$ cat src/rtl/dm_bist.sv
// rtl/dm_bist.sv - data memory built-in self-test initiator
//
// Writes a deterministic address/data walk into dm, re-reads the same walk,
// compares every returned word and reports pass/fail, mismatch count and the
// first failing location. Muxed onto dm by the integrator while o_busy is high.
//
// Ports:
//   i_clk, i_rst          clock, asynchronous active-high reset
//   i_start               run request (accepted only in IDLE or DONE, level)
//   o_dm_addr/o_dm_wr/o_dm_rd/o_dm_wdata   dm master strobes
//   i_dm_rdata            dm read data, valid the cycle after o_dm_rd
//   o_busy                run in progress (WRITE, READ, DRAIN)
//   o_done, o_pass        run finished; pass qualified by done
//   o_err_cnt             mismatch count, saturating at 255
//   o_fail_addr/o_fail_exp/o_fail_got       first mismatch details
module dm_bist #(
  parameter int AW        = 7,
  parameter int DW        = 32,
  parameter int NUM_OPS   = 100,
  parameter int ADDR_STEP = 5,
  parameter int DATA_INC  = 10
) (
  input  logic          i_clk,
  input  logic          i_rst,
  input  logic          i_start,
  output logic [AW-1:0] o_dm_addr,
  output logic          o_dm_wr,
  output logic          o_dm_rd,
  output logic [DW-1:0] o_dm_wdata,
  input  logic [DW-1:0] i_dm_rdata,
  output logic          o_busy,
  output logic          o_done,
  output logic          o_pass,
  output logic [7:0]    o_err_cnt,
  output logic [AW-1:0] o_fail_addr,
  output logic [DW-1:0] o_fail_exp,
  output logic [DW-1:0] o_fail_got
);

  localparam int CW = $clog2(NUM_OPS + 1);
  localparam logic [AW-1:0] STEP_A = AW'(ADDR_STEP);
  localparam logic [DW-1:0] INC_D  = DW'(DATA_INC);
  localparam logic [CW-1:0] LAST_OP = CW'(NUM_OPS);

  typedef enum logic [2:0] {S_IDLE, S_WRITE, S_READ, S_DRAIN, S_DONE} state_t;

  state_t        r_state;
  state_t        w_next;
  logic [CW-1:0] r_op;
  logic [AW-1:0] r_addr;
  logic [DW-1:0] r_data;
  logic [AW-1:0] r_exp_addr;
  logic [DW-1:0] r_exp;
  logic          r_cmp_vld;
  logic [7:0]    r_err_cnt;
  logic [AW-1:0] r_fail_addr;
  logic [DW-1:0] r_fail_exp;
  logic [DW-1:0] r_fail_got;
  logic          w_last;
  logic          w_start_ok;
  logic          w_mismatch;

  assign w_last     = (r_op == LAST_OP);
  assign w_start_ok = i_start && (r_state == S_IDLE || r_state == S_DONE);
  assign w_mismatch = r_cmp_vld && (i_dm_rdata != r_exp);

  always_comb begin
    w_next = r_state;
    case (r_state)
      S_IDLE:  if (i_start) w_next = S_WRITE;
      S_WRITE: if (w_last)  w_next = S_READ;
      S_READ:  if (w_last)  w_next = S_DRAIN;
      S_DRAIN: w_next = S_DONE;
      S_DONE:  if (i_start) w_next = S_WRITE;
      default: w_next = S_IDLE;
    endcase
  end

  // Strobes decode straight from the state register so an asynchronous reset
  // drops them immediately, without waiting for a clock edge.
  always_comb begin
    o_dm_wr    = 1'b0;
    o_dm_rd    = 1'b0;
    o_dm_addr  = '0;
    o_dm_wdata = '0;
    o_busy     = 1'b0;
    o_done     = 1'b0;
    case (r_state)
      S_WRITE: begin
        o_dm_wr    = 1'b1;
        o_dm_addr  = r_addr;
        o_dm_wdata = r_data;
        o_busy     = 1'b1;
      end
      S_READ: begin
        o_dm_rd   = 1'b1;
        o_dm_addr = r_addr;
        o_busy    = 1'b1;
      end
      S_DRAIN: o_busy = 1'b1;
      S_DONE:  o_done = 1'b1;
      default: ;
    endcase
  end

  assign o_pass      = o_done && (r_err_cnt == 8'd0);
  assign o_err_cnt   = r_err_cnt;
  assign o_fail_addr = r_fail_addr;
  assign o_fail_exp  = r_fail_exp;
  assign o_fail_got  = r_fail_got;

  always_ff @(posedge i_clk or posedge i_rst) begin
    if (i_rst) begin
      r_state     <= S_IDLE;
      r_op        <= '0;
      r_addr      <= '0;
      r_data      <= '0;
      r_exp_addr  <= '0;
      r_exp       <= '0;
      r_cmp_vld   <= 1'b0;
      r_err_cnt   <= '0;
      r_fail_addr <= '0;
      r_fail_exp  <= '0;
      r_fail_got  <= '0;
    end else begin
      r_state <= w_next;

      // Expected word trails the read issue by one cycle to line up with rdata.
      r_cmp_vld <= (r_state == S_READ);
      if (r_state == S_READ) begin
        r_exp      <= r_data;
        r_exp_addr <= r_addr;
      end

      if (w_start_ok) begin
        r_op   <= CW'(1);
        r_addr <= STEP_A;
        r_data <= INC_D;
      end else if (r_state == S_WRITE || r_state == S_READ) begin
        if (w_last) begin
          // Rewind to op 1 so READ re-walks exactly the written sequence.
          r_op   <= CW'(1);
          r_addr <= STEP_A;
          r_data <= INC_D;
        end else begin
          r_op   <= r_op + CW'(1);
          r_addr <= r_addr + STEP_A;
          r_data <= r_data + INC_D;
        end
      end

      // A compare never coincides with an accepted start, so the two
      // branches below touch the error state in disjoint cycles.
      if (w_start_ok) begin
        r_err_cnt   <= '0;
        r_fail_addr <= '0;
        r_fail_exp  <= '0;
        r_fail_got  <= '0;
      end else if (w_mismatch) begin
        if (r_err_cnt != 8'hFF) r_err_cnt <= r_err_cnt + 8'd1;
        if (r_err_cnt == 8'd0) begin
          r_fail_addr <= r_exp_addr;
          r_fail_exp  <= r_exp;
          r_fail_got  <= i_dm_rdata;
        end
      end
    end
  end

endmodule

$ cat config.mk
export PLATFORM = sky130hd
export DESIGN_NAME = dm_bist
export DESIGN_NICKNAME = d
export VERILOG_FILES = /design/src/rtl/dm_bist.sv
export SDC_FILE = /design/constraint.sdc
export NUM_CORES = 1
export LEC_CHECK = 0
export CORE_ASPECT_RATIO = 1.1
export CORE_MARGIN = 4
export CORE_UTILIZATION = 40
export DETAILED_ROUTE_END_ITERATION = 7
export GPL_TIMING_DRIVEN = 0
export MAX_ROUTING_LAYER = met4
export PLACE_DENSITY = 0.71
export SLEW_MARGIN = 20
export SYNTH_ARGS = -nofsm -noshare
export SYNTH_HDL_FRONTEND = slang
export SYNTH_SLANG_ARGS = --single-unit
export TNS_END_PERCENT = 5
$ cat constraint.sdc
create_clock -name i_clk -period 14.85 [get_ports i_clk]
set_input_delay 2.2275 -clock i_clk [delete_from_list [all_inputs] [get_ports i_clk]]
set_output_delay 2.2275 -clock i_clk [all_outputs]
set_load 0.05 [all_outputs]
---- After elaboration in Yosys (flattened, before gate mapping) ----
Cells that the tools add are included.
operators by class
  $add $sub $neg .......................... 4
  equal/unequal tests ..................... 10
  multiplexer cells ....................... 31
  reductions and logical operators ........ 17
operators with widths
  kind                                                                    count
  32-bit two-way mux                                                      10
  7-bit two-way mux                                                       10
  32-bit by 4-bit adder with 32-bit output (second input constant)        1
  32-bit != test                                                          1
  8-bit two-way mux                                                       3
  3-bit case mux with 4 select lines                                      1
  3-bit two-way mux                                                       3
  8-bit by 1-bit adder with 8-bit output (second input constant)          1
  8-bit logical NOT                                                       1
  8-bit != test (second input constant)                                   1
  2-bit nonzero test                                                      4
  7-bit by 1-bit adder with 7-bit output (second input constant)          1
  7-bit by 3-bit adder with 7-bit output (second input constant)          1
  7-bit equality test (second input constant)                             1
  3-bit by 2-bit equality test with 1-bit output (second input constant)  2
  1-bit two-way mux                                                       4
  2-bit != test (second input constant)                                   2
  2-bit AND reduction                                                     2
  2-bit OR reduction                                                      2
  3-bit by 1-bit equality test with 1-bit output (second input constant)  1
  3-bit equality test (second input constant)                             1
  1-bit logical AND                                                       3
  3-bit logical NOT                                                       1
  3-bit AND reduction                                                     1
  3 further kinds                                                         4
word-level totals
  register bits after elaboration ......... 168
  bits of input ports ..................... 35
  output and inout bits ................... 123
  word-level logic and storage cells ...... 73

---- Logic depth before layout (Yosys ltp) ----
Gate-level depths: netlist (run 1).
  depth in word-level cells ............... 5
  mapped depth ............................ 10
  depth with buffers taken out ............ 8

---- Least setup slack after synthesis (run 1) ----
OpenSTA, ideal clock, no wires.
  kind .................................... register to output
  start ................................... register r_state[2]
  end ..................................... output port o_dm_wdata[22]
  arrival ................................. 1.977 ns
  data required time ...................... 12.622 ns
  slack ................................... 10.646 ns
  cell stages (with the launch flop) ...... 5
  path buffers ............................ 2
  cell sequence ........................... dfrtp_1 -> clkbuf_1 -> nor3b_1 -> clkbuf_1 -> and2_1
on the way
  word-level cells in the longest chain between the ends .. 2
RTL lines
  item                                            RTL line  text
  start: declaration                              47        state_t r_state;
  start signal: assignment                        126       r_state <= w_next;
  3-bit by 1-bit equality test with 1-bit output  88        case (r_state)
  32-bit two-way mux                              88
  end: declaration                                29        output logic [DW-1:0] o_dm_wdata,
Every way passes these cells.

---- Worst setup path in the final report (run 1) ----
  start ................................... register r_state[2]
  end ..................................... output port o_dm_wdata[7]
Same word-level chain as after synthesis.

==> metrics.cfg, run 1 <==
[outcome]
status = complete, no violations

[detailed_routing]
drt_first_iter_violations = 580
ant_nets = 0
vias = 6975
wl_per_cell_um = 18.6
wl_mm = 23.6
routed_via_density = 5.50
drc_errors = 0
drt_pass1_iterations = 5

[yosys]
ys_types = 55
syn-instance-count = 830
seq_area_frac_synth_pct = 51.5
synth_area_per_cell_um2 = 9.71
synth_seq_cells = 166
synth-main-ff-cell = dfrtp_1
postSynthNetCount = 871
synth-edff-count = 0
synth_area_mm2 = 0.00806
yosys_warnings = 0
async_reset_ff_share_pct = 100

[power_and_ir_drop]
power_density_mw_per_mm2 = 179
netSwitchingFraction_pct = 41.5
vdd_drop_max_mv = 0.119
seqPwrFrac_pct = 34.3
clock_power_share_pct = 25.3
power_switching_uw = 787
power_mw = 1.89
power_frac_comb_pct = 40.4
leakagePower_nw = 4.48
internal_power_mw = 1.11

[layout]
diodes = 0
multi_input_area_mm2 = 0.00355
utilization_pct = 53.6
layout.nets = 1047
n_fill_cell = 1782
regArea_mm2 = 0.00415
stdcell_area_mm2 = 0.0106
final_cells = 1269
area_growth_pct = 31.6
drive_above_1_share_pct = 9.14

[cts]
worstSkewPairLatency_ns = 0.43
tritoncts = done
clock_sinks = 166
clkTransAtPathRegs_ns = 0.06
htree_levels = 4
cts_buffer_depth = 2
numCtsBuffers = 17
postCtsSetupRepairBufs = 0
ctsResizeCount = 0
cts-root-buf = clkbuf_16
hold_buffers = 0

[flow_run]
cap_violations = 0

[sta]
fin_ws_ns = 9.32
slew_violations = 0
post-route-period-util_pct = 37.2
layout_min_cycle_time_ns = 5.53
rsz0062_at_grt = false
hold_ws_ns = 0.504
slew_headroom_pct = 31.3
fin_tns_setup_ns = 0
max_freq_ghz = 0.181
setup_viol = 0
fin_skew_ns = 0.00574
hold_viol = 0
tightest_slew_ns = 1.03

[worst_hold_path]
min-delay-start = o_fail_exp[0]
hp-class = reg2reg

[floorplan]
die_h_um = 157
dieArea_mm2 = 0.0225
initial_core_util_pct = 40.7
rows = 54
die_w_um = 143
core_mm2 = 0.0198
pin_count = 158

[setup_path]
required_ns = 12.62
reg2reg_to = r_data[17]
cp-end-kind = output pin
critical_path.endpoint = o_dm_wdata[7]
worstSetupStartpointType = flop
r2r-start = r_op[0]
critPathKind = reg2out
critPathMaxFanout = 10
r2r_cells = 10
worstPathArrival_ns = 3.30
r2r_slack_ns = 12.27
cp-startpoint = r_state[2]

[global_route]
grt_pass1_vias = 6506
grt-ovfl-total = 0
grt_antenna_before_repair = 0
grt_start_max_net_pins = 92
grt_pass1_wl_mm = 37.0
grtUsageTotal_pct = 21.8

[placed_design]
dpl.hpwl_mm = 17.4
dpl_worst_slack_ns = 9.82
dpl_cell_area_mm2 = 0.00997
portBuffers = 156
place_congestion = 0.850
dp_cells = 1239

## cell usage after synthesis (3+ instances only)
library cell | n | share of area (%)
a21oi_1 | 19 | 1.2
or3_1 | 3 | 0.23
a22o_1 | 3 | 0.33
nand3b_1 | 3 | 0.28
a41o_1 | 3 | 0.37
dfrtp_1 | 166 | 52
and3_1 | 11 | 0.85
xnor2_1 | 28 | 3.0
clkbuf_1 | 32 | 1.5
nand2b_1 | 8 | 0.62
xor2_1 | 5 | 0.54
nand4_1 | 19 | 1.5
mux2_2 | 38 | 5.3
o31ai_1 | 4 | 0.37
buf_1 | 10 | 0.47
o21ai_1 | 54 | 3.4
buf_2 | 3 | 0.19
and2_1 | 41 | 3.2
nor3b_1 | 6 | 0.56
buf_6 | 11 | 1.5
ha_1 | 6 | 0.93
a31oi_1 | 12 | 0.93
o21ai_0 | 79 | 4.9
inv_1 | 11 | 0.51
nor2_1 | 32 | 1.5
nand3_1 | 84 | 5.2
mux2i_1 | 6 | 0.75
nand2_1 | 99 | 4.6
## worst max-delay path: stages (launching register included)
cell	delay (ns)
dfrtp_1	0.36
clkbuf_1	0.19
nor3b_1	0.87
clkbuf_1	0.38
and2_1	0.25
clkdlybuf4s50_1	0.82
## flip-flops by register name, indices dropped and copies added (netlist names)
name	cells
r_cmp_vld	1
o_fail_got	32
o_fail_addr	7
r_exp_addr	7
r_state	3
o_fail_exp	32
r_op	7
o_err_cnt	8
r_data	31
r_exp	31
r_addr	7
## cell families after synthesis
group,after synthesis,share of synthesized area [%]
AOI/OAI and AO/OA,189,13.0
DFF,166,51.5
muxes,44,6.05
other,1,0.0465
buffers and inverters,69,4.38
and+or+nand+nor,322,20.5
xor gates and xnor gates,33,3.59
adders and majority gates,6,0.932
## worst min-delay path by stage
stage	cells past startpoint	to
after floorplan	1	r_data[31]
after global placement	2	o_fail_exp[0]
after detailed placement	2	o_fail_addr[6]
after CTS	1	r_exp_addr[5]
after global routing	1	r_exp_addr[1]
final	2	o_fail_exp[0]
## power groups by stage
stage / sequential [mW] / combinational (mW) / clock (mW)
after floorplan: 0.731 / 0.407 / 0
after global placement: 0.649 / 0.756 / 0
after detailed placement: 0.655 / 0.764 / 0
after CTS: 0.647 / 0.770 / 0.485
after global routing: 0.664 / 0.814 / 0.505
final: 0.649 / 0.766 / 0.480
## area by class of cell
cell class | count | area share (%)
clock buffers | 21 | 4.34
multi-input cells | 595 | 33.5
inverters | 11 | 0.460
plain buffers | 58 | 2.94
clock inverters | 9 | 1.65
repair buffers | 157 | 15.0
flip-flops and latches | 166 | 39.2
well taps | 252 | 2.97
## placed cells by master, fill, tap and decap left out, drive strengths merged, types with 11 or more instances in the layout
cell type,instances
nand4,19
nand3,84
dfrtp,166
and3,11
a21oi,20
buf,27
o21ai,133
nand2,99
clkdlybuf4s50,156
a31oi,12
nor2,33
and2,42
inv,11
xnor2,28
clkbuf,53
mux2,38
## routing by layer
| layer | GRT usage (%) | up-vias | wire, µm |
|---|---|---|---|
| met4 | 6.95 | 0 | 546 |
| met3 | 3.79 | 32 | 1660 |
| met5 | - | - | 0 |
| li1 | - | 3277 | - |
| met1 | 30.1 | 3373 | 10300 |
| met2 | 33.1 | 293 | 11100 |
Power figures use the tool's default switching activity.
==> inputs of run 2 (changes only) <==
==> constraint.sdc (replaced) <==
create_clock -name i_clk -period 5.46 [get_ports i_clk]
set_input_delay 0.819 -clock i_clk [delete_from_list [all_inputs] [get_ports i_clk]]
set_output_delay 0.819 -clock i_clk [all_outputs]
set_load 0.05 [all_outputs]
==> results of run 2 <==
The final DEF is identical to that of run 1. Status: complete, no violations.
Main changes from that run: setup slack after placement 9.82 ns -> 1.83 ns; setup slack after layout 9.32 ns -> 1.34 ns; register-to-register setup slack 12.27 ns -> 2.88 ns; total power 1.89 mW -> 5.15 mW; worst IR drop on VDD 0.119 mV -> 0.323 mV
